===== src/rtl/validador.sv =====
// Battleship placement validator: expands a piece request into board cells, checks board
// limits and overlap against the player's piece RAM, then writes the encoded piece.
// Define ADJACENCY_CHECK_EN to also reject new cells touching stored cells (8-neighbourhood).
module validador #(
    parameter int BOARD_SIZE = 10,
    parameter int MAX_PIECES = 11
) (
    input  logic        clk,
    input  logic        rst_n,
    input  logic        enable,
    input  logic [2:0]  tipo,
    input  logic        direcao,
    input  logic [2:0]  orientacao,
    input  logic [3:0]  x1,
    input  logic [3:0]  y1,
    input  logic        jogador,
    input  logic [63:0] vetor_leitura,
    output logic        ready,
    output logic        conflitoMemoria_out,
    output logic        conflitoBorda_out,
    output logic        conflito,
    output logic        wrep1,
    output logic        wrep2,
    output logic [63:0] vetor,
    output logic [4:0]  read_addr,
    output logic [4:0]  write_addr
);

    typedef enum logic [2:0] {IDLE, EXPAND, SCAN, WRITE, DONE} state_t;
    state_t state, state_nx;

    logic [2:0]  tipo_q, ori_q;
    logic        dir_q, jog_q;
    logic [3:0]  x_q, y_q;
    logic [3:0]  cnt [2];
    logic [4:0]  raddr_q, chk_q;
    logic        borda_q, mem_q;
    logic [63:0] vetor_q;

    logic [3:0]  cur_cnt;
    logic [4:0]  last_addr;
    logic        full;
    logic [4:0]  base_x, base_y;
    logic [4:0]  cx [5];
    logic [4:0]  cy [5];
    logic [4:0]  used;
    logic        bad_tipo, off, hit;
    logic [2:0]  n_line;
    logic [63:0] word;
    logic        unused_word;

    assign cur_cnt     = cnt[jog_q];
    assign last_addr   = {1'b0, cur_cnt} - 5'd1;
    assign full        = (cur_cnt == 4'(MAX_PIECES));
    assign base_x      = {1'b0, x_q};
    assign base_y      = {1'b0, y_q};
    assign unused_word = ^vetor_leitura[62:45];

    function automatic logic cell_match(input logic [3:0] sx, input logic [3:0] sy,
                                        input logic [3:0] nx, input logic [3:0] ny);
`ifdef ADJACENCY_CHECK_EN
        logic [4:0] dx, dy;
        dx = {1'b0, sx} - {1'b0, nx};
        dy = {1'b0, sy} - {1'b0, ny};
        return (dx == 5'd0 || dx == 5'd1 || dx == 5'h1f) &&
               (dy == 5'd0 || dy == 5'd1 || dy == 5'h1f);
`else
        return (sx == nx) && (sy == ny);
`endif
    endfunction

    // Cell expansion in 5-bit two's complement so x-1 / y-1 underflow shows as negative.
    always_comb begin
        used     = '0;
        bad_tipo = 1'b0;
        n_line   = 3'd5 - tipo_q;
        for (int unsigned i = 0; i < 5; i++) begin
            cx[i] = base_x;
            cy[i] = base_y;
        end
        case (tipo_q)
            3'd0, 3'd1, 3'd2, 3'd3: begin
                for (int unsigned i = 0; i < 5; i++) begin
                    if (3'(i) < n_line) begin
                        used[i] = 1'b1;
                        if (dir_q) cy[i] = base_y + 5'(i);
                        else       cx[i] = base_x + 5'(i);
                    end
                end
            end
            3'd4: begin
                used = 5'b00111;
                case (ori_q[1:0])
                    2'd0: begin
                        cx[1] = base_x + 5'd1; cy[1] = base_y + 5'd1;
                        cx[2] = base_x + 5'd2;
                    end
                    2'd1: begin
                        cx[1] = base_x + 5'd1; cy[1] = base_y - 5'd1;
                        cx[2] = base_x + 5'd2;
                    end
                    2'd2: begin
                        cx[1] = base_x + 5'd1; cy[1] = base_y + 5'd1;
                        cy[2] = base_y + 5'd2;
                    end
                    default: begin
                        cx[1] = base_x - 5'd1; cy[1] = base_y + 5'd1;
                        cy[2] = base_y + 5'd2;
                    end
                endcase
            end
            default: bad_tipo = 1'b1;
        endcase
    end

    always_comb begin
        off  = bad_tipo;
        word = '0;
        word[63]    = 1'b1;
        word[62:60] = tipo_q;
        word[59:57] = ori_q;
        word[56]    = dir_q;
        for (int unsigned i = 0; i < 5; i++) begin
            if (used[i]) begin
                word[9*i +: 9] = {1'b1, cx[i][3:0], cy[i][3:0]};
                if (cx[i][4] || cx[i] >= 5'(BOARD_SIZE) || cy[i][4] || cy[i] >= 5'(BOARD_SIZE))
                    off = 1'b1;
            end
        end
    end

    always_comb begin
        hit = 1'b0;
        for (int unsigned j = 0; j < 5; j++) begin
            for (int unsigned k = 0; k < 5; k++) begin
                if (vetor_leitura[63] && vetor_leitura[9*j+8] && used[k] &&
                    cell_match(vetor_leitura[9*j+4 +: 4], vetor_leitura[9*j +: 4],
                               cx[k][3:0], cy[k][3:0]))
                    hit = 1'b1;
            end
        end
    end

    always_comb begin
        state_nx            = state;
        ready               = 1'b0;
        wrep1               = 1'b0;
        wrep2               = 1'b0;
        write_addr          = '0;
        read_addr           = raddr_q;
        vetor               = vetor_q;
        conflitoBorda_out   = borda_q;
        conflitoMemoria_out = mem_q;
        conflito            = borda_q | mem_q;
        case (state)
            IDLE:   if (enable) state_nx = EXPAND;
            EXPAND: begin
                if (off || full)        state_nx = DONE;
                else if (cur_cnt == '0) state_nx = WRITE;
                else                    state_nx = SCAN;
            end
            SCAN: begin
                if (hit)                     state_nx = DONE;
                else if (chk_q == last_addr) state_nx = WRITE;
            end
            WRITE: begin
                wrep1      = ~jog_q;
                wrep2      = jog_q;
                write_addr = {1'b0, cur_cnt};
                state_nx   = DONE;
            end
            DONE: begin
                ready = 1'b1;
                if (!enable) state_nx = IDLE;
            end
            default: state_nx = IDLE;
        endcase
    end

    // Read address runs one entry ahead of the compare index to cover RAM read latency.
    always_ff @(posedge clk or negedge rst_n) begin
        if (!rst_n) begin
            state   <= IDLE;
            tipo_q  <= '0;
            ori_q   <= '0;
            dir_q   <= 1'b0;
            jog_q   <= 1'b0;
            x_q     <= '0;
            y_q     <= '0;
            cnt[0]  <= '0;
            cnt[1]  <= '0;
            raddr_q <= '0;
            chk_q   <= '0;
            borda_q <= 1'b0;
            mem_q   <= 1'b0;
            vetor_q <= '0;
        end else begin
            state <= state_nx;
            case (state)
                IDLE: begin
                    raddr_q <= '0;
                    chk_q   <= '0;
                    if (enable) begin
                        tipo_q <= tipo;
                        ori_q  <= orientacao;
                        dir_q  <= direcao;
                        jog_q  <= jogador;
                        x_q    <= x1;
                        y_q    <= y1;
                    end
                end
                EXPAND: begin
                    vetor_q <= word;
                    borda_q <= off;
                    mem_q   <= ~off & full;
                    if (state_nx == SCAN && raddr_q < last_addr) raddr_q <= raddr_q + 5'd1;
                end
                SCAN: begin
                    chk_q <= chk_q + 5'd1;
                    mem_q <= hit;
                    if (raddr_q < last_addr) raddr_q <= raddr_q + 5'd1;
                end
                WRITE: cnt[jog_q] <= cnt[jog_q] + 4'd1;
                DONE: begin
                    if (!enable) begin
                        borda_q <= 1'b0;
                        mem_q   <= 1'b0;
                    end
                end
                default: ;
            endcase
        end
    end

endmodule


===== config.mk =====
export PLATFORM = sky130hd
export DESIGN_NAME = validador
export DESIGN_NICKNAME = d
export VERILOG_FILES = /design/src/rtl/validador.sv
export SDC_FILE = /design/constraint.sdc
export NUM_CORES = 1
export LEC_CHECK = 0
export CORE_MARGIN = 2
export CORE_UTILIZATION = 30
export CTS_BUF_LIST = sky130_fd_sc_hd__clkbuf_16
export CTS_CLUSTER_SIZE = 14
export DETAILED_ROUTE_END_ITERATION = 12
export PLACE_DENSITY_LB_ADDON = 0.25
export SETUP_SLACK_MARGIN = 0.5
export SLEW_MARGIN = 5
export SYNTH_ARGS = -nofsm -noshare
export SYNTH_HDL_FRONTEND = slang
export SYNTH_SLANG_ARGS = --single-unit

===== constraint.sdc =====
create_clock -name clk -period 4.9 [get_ports clk]
set_clock_uncertainty 0.15 [all_clocks]
set_input_delay 0.49 -clock clk [delete_from_list [all_inputs] [get_ports clk]]
set_output_delay 0.49 -clock clk [all_outputs]
set_load 0.01 [all_outputs]

# == Word level (Yosys, flattened, before mapping) ==
# Index checks and enable logic that the tools add are counted.
# totals
out_inout_bits,80
inputBits,83
word_cells,325
reg_bits,92
# op_classes
eq_ne,66
bitwise,5
n_reduce_logical,112
order_cmp,18
add_sub_neg,15
mux,95
# ops
cell,count
$eq 4x4->1,50
$mux 5,22
$logic_and 1x1->1,82
$mux 1,46
$mux 9,5
$ge 5x4->1 const B,8
$pmux 10 s2,2
$add 4x2->5 const B,4
$mux 10,2
$mux 4,5
$pmux 5 s2,2
$eq 3x2->1 const B,5
$mux 3,5
$pmux 3 s5,1
$pmux 5 s3,1
$sub 4x1->5 const B,3
$logic_or 1x1->1,14
$add 4x1->5 const B,2
$add 4x3->5 const B,2
$add 5x1->5 const B,2
$bwmux 8,1
$ge 4x4->1 const B,2
$eq 3x1->1 const B,2
$eq 3x3->1 const B,2
31 further kinds,41

# == Logic depth before layout (Yosys ltp) ==
# depth
ltp_word,37
depth_mapped,17
mapped_depth_nobuf,12

# == Worst setup path after synthesis ==
# OpenSTA, ideal clock, no wires.
# synth_path
path_type,register -> register
start,reg y_q[2]
end,reg state[0]
synth_period_minus_slack_ns,4.100
setup_slack_ns,0.800
arrival_ns,3.824
stages_incl_launch_ff,14
required_ns,4.624
path_buffers,2
setup_ns,0.126
path_cell_list,dfrtp_1 clkbuf_1 clkbuf_1 inv_1 ha_1 or4b_2 o21ai_1 a221oi_4 xor2_1 or4_1 nand2b_1 o31ai_2 nor4b_2 a221o_1
# synth_via
elab_chain_len,33
elab_cells_between_ends,145
cone_classes,5 x add/sub; 5 x order compare; 25 x eq/ne; 50 x mux; 60 x reduce/logical
# synth_lines
item,line,text
start: declaration,34,"logic [3:0] x_q, y_q;"
start signal: assignment,209,y_q <= y1;
$add 4x1->5,n/a,
$mux 5,86,if (dir_q) cy[i] = base_y + 5'(i);
$mux 5,84,if (3'(i) < n_line) begin
$pmux 10 s2,81,case (tipo_q)
$eq 4x4->1,68,return (sx == nx) && (sy == ny);
$logic_and 1x1->1,68,
$logic_and 1x1->1,136,if (vetor_leitura[63] && vetor_leitura[9*j+8] && used[k] &&
$mux 1 (24 in a row),136,
$mux 3,163,if (hit) state_nx = DONE;
$pmux 3 s5 *,155,case (state)
named net state_nx[0],30,"state_t state, state_nx;"
end signal: assignment,198,state <= state_nx;
end: declaration,30,
# Mark *: on every way through the listed nets, which the timed path passes. The rest lies on a longest branch.
# A chain may end at the register's enable or synchronous reset.

# == Worst setup path after layout ==
# layout_path
start,reg tipo_q[2]
end,"reg mem_q, in the netlist conflitoMemoria_out"
# layout_via
elab_chain_len,32
elab_cells_between_ends,200
cone_classes,1 x add/sub; 13 x order compare; 44 x eq/ne; 55 x mux; 2 x bitwise; 85 x reduce/logical
# layout_lines
item,line,text
start: declaration,32,"logic [2:0] tipo_q, ori_q;"
start signal: assignment,204,tipo_q <= tipo;
$sub 3x3->3,76,n_line = 3'd5 - tipo_q;
$lt 1x3->1,84,
$mux 5 / $mux 1 (equally long branches),84,
$pmux 10 s2 / $pmux 5 s2 (equally long branches),81,
$eq 4x4->1 / $logic_and 1x1->1 (equally long branches),"68, 136",
"$logic_and 1x1->1, on equally long branches","68, 136",
$logic_and 1x1->1 / $mux 1 (equally long branches),136,
$mux 1 (24 in a row),136,
$pmux 1 s3 *,199,case (state)
end signal: assignment,215,mem_q <= ~off & full;
end signal: assignment,220,mem_q <= hit;
end: declaration,37,"logic borda_q, mem_q;"
# Mark *: on every way between the ends. The rest lies on a longest branch, timed or not.

==> run_summary.xml <==
<?xml version="1.0" encoding="UTF-8"?>
<metrics>
  <group name="final_layout">
    <metric name="finish.net_count" unit="">1250</metric>
    <metric name="area_delta_synth_final" unit="%">25.65</metric>
    <metric name="instances_no_fill" unit="">1516</metric>
    <metric name="antenna_cells_inserted" unit="">0</metric>
    <metric name="seq_area" unit="um^2">2303</metric>
    <metric name="nFillCells" unit="">2857</metric>
    <metric name="multiInputGateArea" unit="um^2">5771</metric>
    <metric name="share_of_post_route_cells_with_drive_strength_above_1" unit="%">10.90</metric>
  </group>
  <group name="grt">
    <metric name="grt_usage" unit="%">22.72</metric>
    <metric name="antenna_found_initial" unit="">0</metric>
    <metric name="grt.overflow.total" unit="">0</metric>
    <metric name="grt-busiest-layer" unit="">met2</metric>
    <metric name="grt_start_max_net_pins" unit="">68</metric>
    <metric name="use_met1" unit="%">31.68</metric>
    <metric name="globalRouteMet2Util" unit="%">35.44</metric>
    <metric name="number_of_global_route_vias_before_repair" unit="">7976</metric>
    <metric name="met3_usage" unit="%">3.227</metric>
    <metric name="grt_first_pass_wirelength" unit="um">49800</metric>
  </group>
  <group name="clock_network">
    <metric name="cts-hold-fix-buffers" unit="">0</metric>
    <metric name="clock_insertion_delay_worst_skew" unit="ps">350</metric>
    <metric name="cts.sink_count" unit="">92</metric>
    <metric name="clk_root_buffer_cell" unit="">clkbuf_16</metric>
    <metric name="tritoncts.num_buffers" unit="">9</metric>
    <metric name="cts.htree.levels" unit="">3</metric>
    <metric name="tritoncts" unit="">done</metric>
    <metric name="clkSlewWorstSetupHoldPaths" unit="ps">70</metric>
    <metric name="cts.path.max_buffers" unit="">2</metric>
  </group>
  <group name="flow_run">
    <metric name="cap_violations" unit="">0</metric>
  </group>
  <group name="floorplan">
    <metric name="placement_rows" unit="">61</metric>
    <metric name="chipHeight" unit="um">172.4</metric>
    <metric name="initial_core_util" unit="%">30.55</metric>
    <metric name="dieArea" unit="um^2">29730</metric>
    <metric name="core_region_area" unit="um^2">27860</metric>
    <metric name="die_w" unit="um">172.4</metric>
    <metric name="ios" unit="">163</metric>
  </group>
  <group name="worst_setup_path">
    <metric name="critical_path.endpoint_type" unit="">register</metric>
    <metric name="setup.worst_path.start_class" unit="">register</metric>
    <metric name="worst-endpoint-arrival" unit="ps">4310</metric>
    <metric name="timing_worst_setup_path_type" unit="">reg -&gt; reg</metric>
    <metric name="crit_required" unit="ps">4960</metric>
    <metric name="worst-path-max-fanout" unit="">31</metric>
  </group>
  <group name="sta">
    <metric name="period_share" unit="%">86.71</metric>
    <metric name="max_freq" unit="MHz">235.4</metric>
    <metric name="timing.final.crit_period" unit="ps">4249</metric>
    <metric name="postLayoutSetupSlackWorst" unit="ps">651.4</metric>
    <metric name="tightestPinTransition" unit="ps">1067</metric>
    <metric name="setup_repair_after_global_routing_missed_its_margin" unit="">false</metric>
    <metric name="maxSlewViolCount" unit="">0</metric>
    <metric name="slew_headroom" unit="%">28.33</metric>
    <metric name="final-setup-viol-count" unit="">0</metric>
    <metric name="fin_hold_ws" unit="ps">-3.464</metric>
    <metric name="finalHoldViolCount" unit="">3</metric>
    <metric name="fin_setup_tns" unit="ps">0</metric>
  </group>
  <group name="power_and_ir_drop">
    <metric name="leakage_power" unit="nW">4.194</metric>
    <metric name="power.density" unit="nW/um^2">751.5</metric>
    <metric name="worst_ir_drop_vdd" unit="mV">0.2316</metric>
  </group>
  <group name="routing">
    <metric name="route.antenna.remaining_nets" unit="">0</metric>
    <metric name="drt-pass1-iter-count" unit="">5</metric>
    <metric name="dr_total_vias" unit="">8278</metric>
    <metric name="drt_drc_violations_left" unit="">0</metric>
    <metric name="wire_per_inst" unit="um">22.02</metric>
    <metric name="dr.first_iter.drc_count" unit="">847</metric>
    <metric name="drt_wl_total" unit="um">33380</metric>
    <metric name="avgViaCountPerCell" unit="">5.460</metric>
  </group>
  <group name="placed_design">
    <metric name="detailed_place_hpwl" unit="um">25550</metric>
    <metric name="place.gp.congestion" unit="">0.9523</metric>
    <metric name="preCtsSetupSlack" unit="ps">351.8</metric>
    <metric name="numPlacedInstances" unit="">1493</metric>
    <metric name="io_buffer_count" unit="">132</metric>
  </group>
  <group name="synthesis">
    <metric name="synth-seq-area-share" unit="%">27.05</metric>
    <metric name="synth.lib_cells_used.distinct" unit="">95</metric>
    <metric name="synth.top_cells.by_area" unit="">dfrtp_1 27%, xnor2_1 11%, xor2_1 5.7%, nand2_1 5.6%, ha_1 5.0%</metric>
    <metric name="yosys.area.top_type_share" unit="%">27.05</metric>
    <metric name="synth_warnings" unit="">0</metric>
    <metric name="syn_avg_cell_area" unit="um^2">8.485</metric>
    <metric name="synth_edf_count" unit="">0</metric>
    <metric name="syn_inst" unit="">1003</metric>
    <metric name="synth_seq_cells" unit="">92</metric>
    <metric name="synthMostInstantiatedCell" unit="">nand2_1</metric>
    <metric name="top_flip_flop_cell_by_instance_count_after_synthesis" unit="">dfrtp_1</metric>
    <metric name="synth-async-reset-ratio" unit="%">100.0</metric>
    <metric name="netlist_area" unit="um^2">8511</metric>
    <metric name="ranking_of_synthesized_cells_by_instance_count" unit="">128 x nand2_1, 107 x xnor2_1, 92 x dfrtp_1, 63 x o21ai_0, 55 x xor2_1</metric>
    <metric name="yosys.area.top_type" unit="">dfrtp_1</metric>
  </group>
  <group name="worst_hold_path">
    <metric name="holdCritPathClass" unit="">in -&gt; async</metric>
  </group>
  <group name="outcome">
    <metric name="failed_checks" unit="">negative hold slack</metric>
    <metric name="run_status" unit="">finished, violations left</metric>
  </group>
</metrics>
kinds of logic (layout without fill, tap and decap cells):
| family | Yosys count | count (layout) | synth area share, % |
|---|---|---|---|
| xor+xnor | 166 | 166 | 17.72 |
| mux | 26 | 26 | 3.264 |
| buf+inv | 107 | 231 | 5.925 |
| other cells | 1 | 12 | 0.04406 |
| flops | 92 | 92 | 27.05 |
| fa+ha+maj | 34 | 34 | 4.999 |
| compound gates | 217 | 217 | 18.82 |
| simple gates | 360 | 360 | 22.18 |
worst paths after layout:
| check | start | cells past startpoint | end | slack [ps] |
|---|---|---|---|---|
| max | tipo_q[2]$_DFFE_PN0P_ | 11 | conflitoMemoria_out$_DFFE_PN0P_ | 650 |
| min | rst_n | 1 | x_q[2]$_DFFE_PN0P_ | -3 |
| max reg2reg | tipo_q[2]$_DFFE_PN0P_ | 11 | conflitoMemoria_out$_DFFE_PN0P_ | 650 |
| min reg2reg | cnt[0]$_DFFE_PN0P_ | 1 | cnt[0]$_DFFE_PN0P_ | 320 |
| max in group asynchronous | rst_n | 2 | cnt[5]$_DFFE_PN0P_ | 3560 |
| min in group clk | cnt[0]$_DFFE_PN0P_ | 1 | cnt[0]$_DFFE_PN0P_ | 320 |
timing repair:
action	in CTS	in global routing
gates resized for setup	1	4
buffers inserted	3	4
pin swaps	1	2
setup endpoints to repair	4	8
per-layer routing:
layer	part of all wire [%]	vias up	wire [um]
li1	-	3834	-
met1	46	3997	15270
met2	44	384	14790
met3	6.4	63	2129
met4	3.6	0	1185
met5	0	-	0
sequential cells by signal (all words and copies together), names as in the netlist:
signal	cells
chk_q	5
conflitoBorda_out	1
state	3
read_addr	5
ori_q	3
tipo_q	3
conflitoMemoria_out	1
jog_q	1
cnt	8
y_q	4
vetor	53
dir_q	1
x_q	4
cell type report:
class                      count  area share (%)
multi-input combinational    815           53.96
sequential                    92           21.54
timing repair buffer         185           16.29
tap                          378           4.423
clock buffer                   9           2.106
inverter                      30           1.053
clock inverter                 7          0.6318
through the flow:
| step | util, % | total power [mW] | instance area (um^2) |
|---|---|---|---|
| 2_1_floorplan | - | 4.960 | 8552 |
| 3_3_place_gp | 37.04 | 7.107 | 10320 |
| 3_5_place_dp | 37.04 | 7.133 | 10320 |
| 4_1_cts | 38.24 | 7.920 | 10650 |
| 5_1_grt | 38.39 | 8.538 | 10690 |
| 6_report | 38.39 | 8.036 | 10690 |
power breakdown:
group,internal [mW],switching (mW),leakage [nW]
Clock,0.393,0.312,0.140
Combinational,2.37,3.62,2.86
Sequential,1.04,0.305,1.20
cell usage in the layout, fill, tap and decap left out, types with 8 or more instances in the layout:
master           netlist  layout
xor2_1                55      55
and2_1                 9       9
nand3_1               39      39
nand4_1               15      15
nor3_1                28      28
xnor2_1              107     107
dfrtp_1               92      91
mux2_2                14      14
o22ai_1                8       8
a22o_1                10      10
inv_1                 26      26
o21ai_0               63      63
buf_4                 17      52
a2111oi_0              8       8
o31ai_1               15      15
a21oi_1               25      25
clkbuf_16              0       9
nor4_1                19      19
mux2i_1               12      11
a31oi_1                8       8
nand2_1              128     128
nor2_1                49      49
ha_1                  34      34
nand2b_1               8       8
clkdlybuf4s50_1        0     131
conb_1                 1      12
or3_1                 11      10
worst max-delay path, stage by stage (launching register included):
cell and delay (ps):
dfrtp_1 370, buf_4 400, or3b_1 600, o21ai_0 880, xnor2_1 200, nor4_1 80, buf_4 150, and4_1 230
a31oi_1 210, nand3_1 120, nor4b_2 500, o221ai_1 190
No activity file was read; power rests on OpenSTA's default activity.
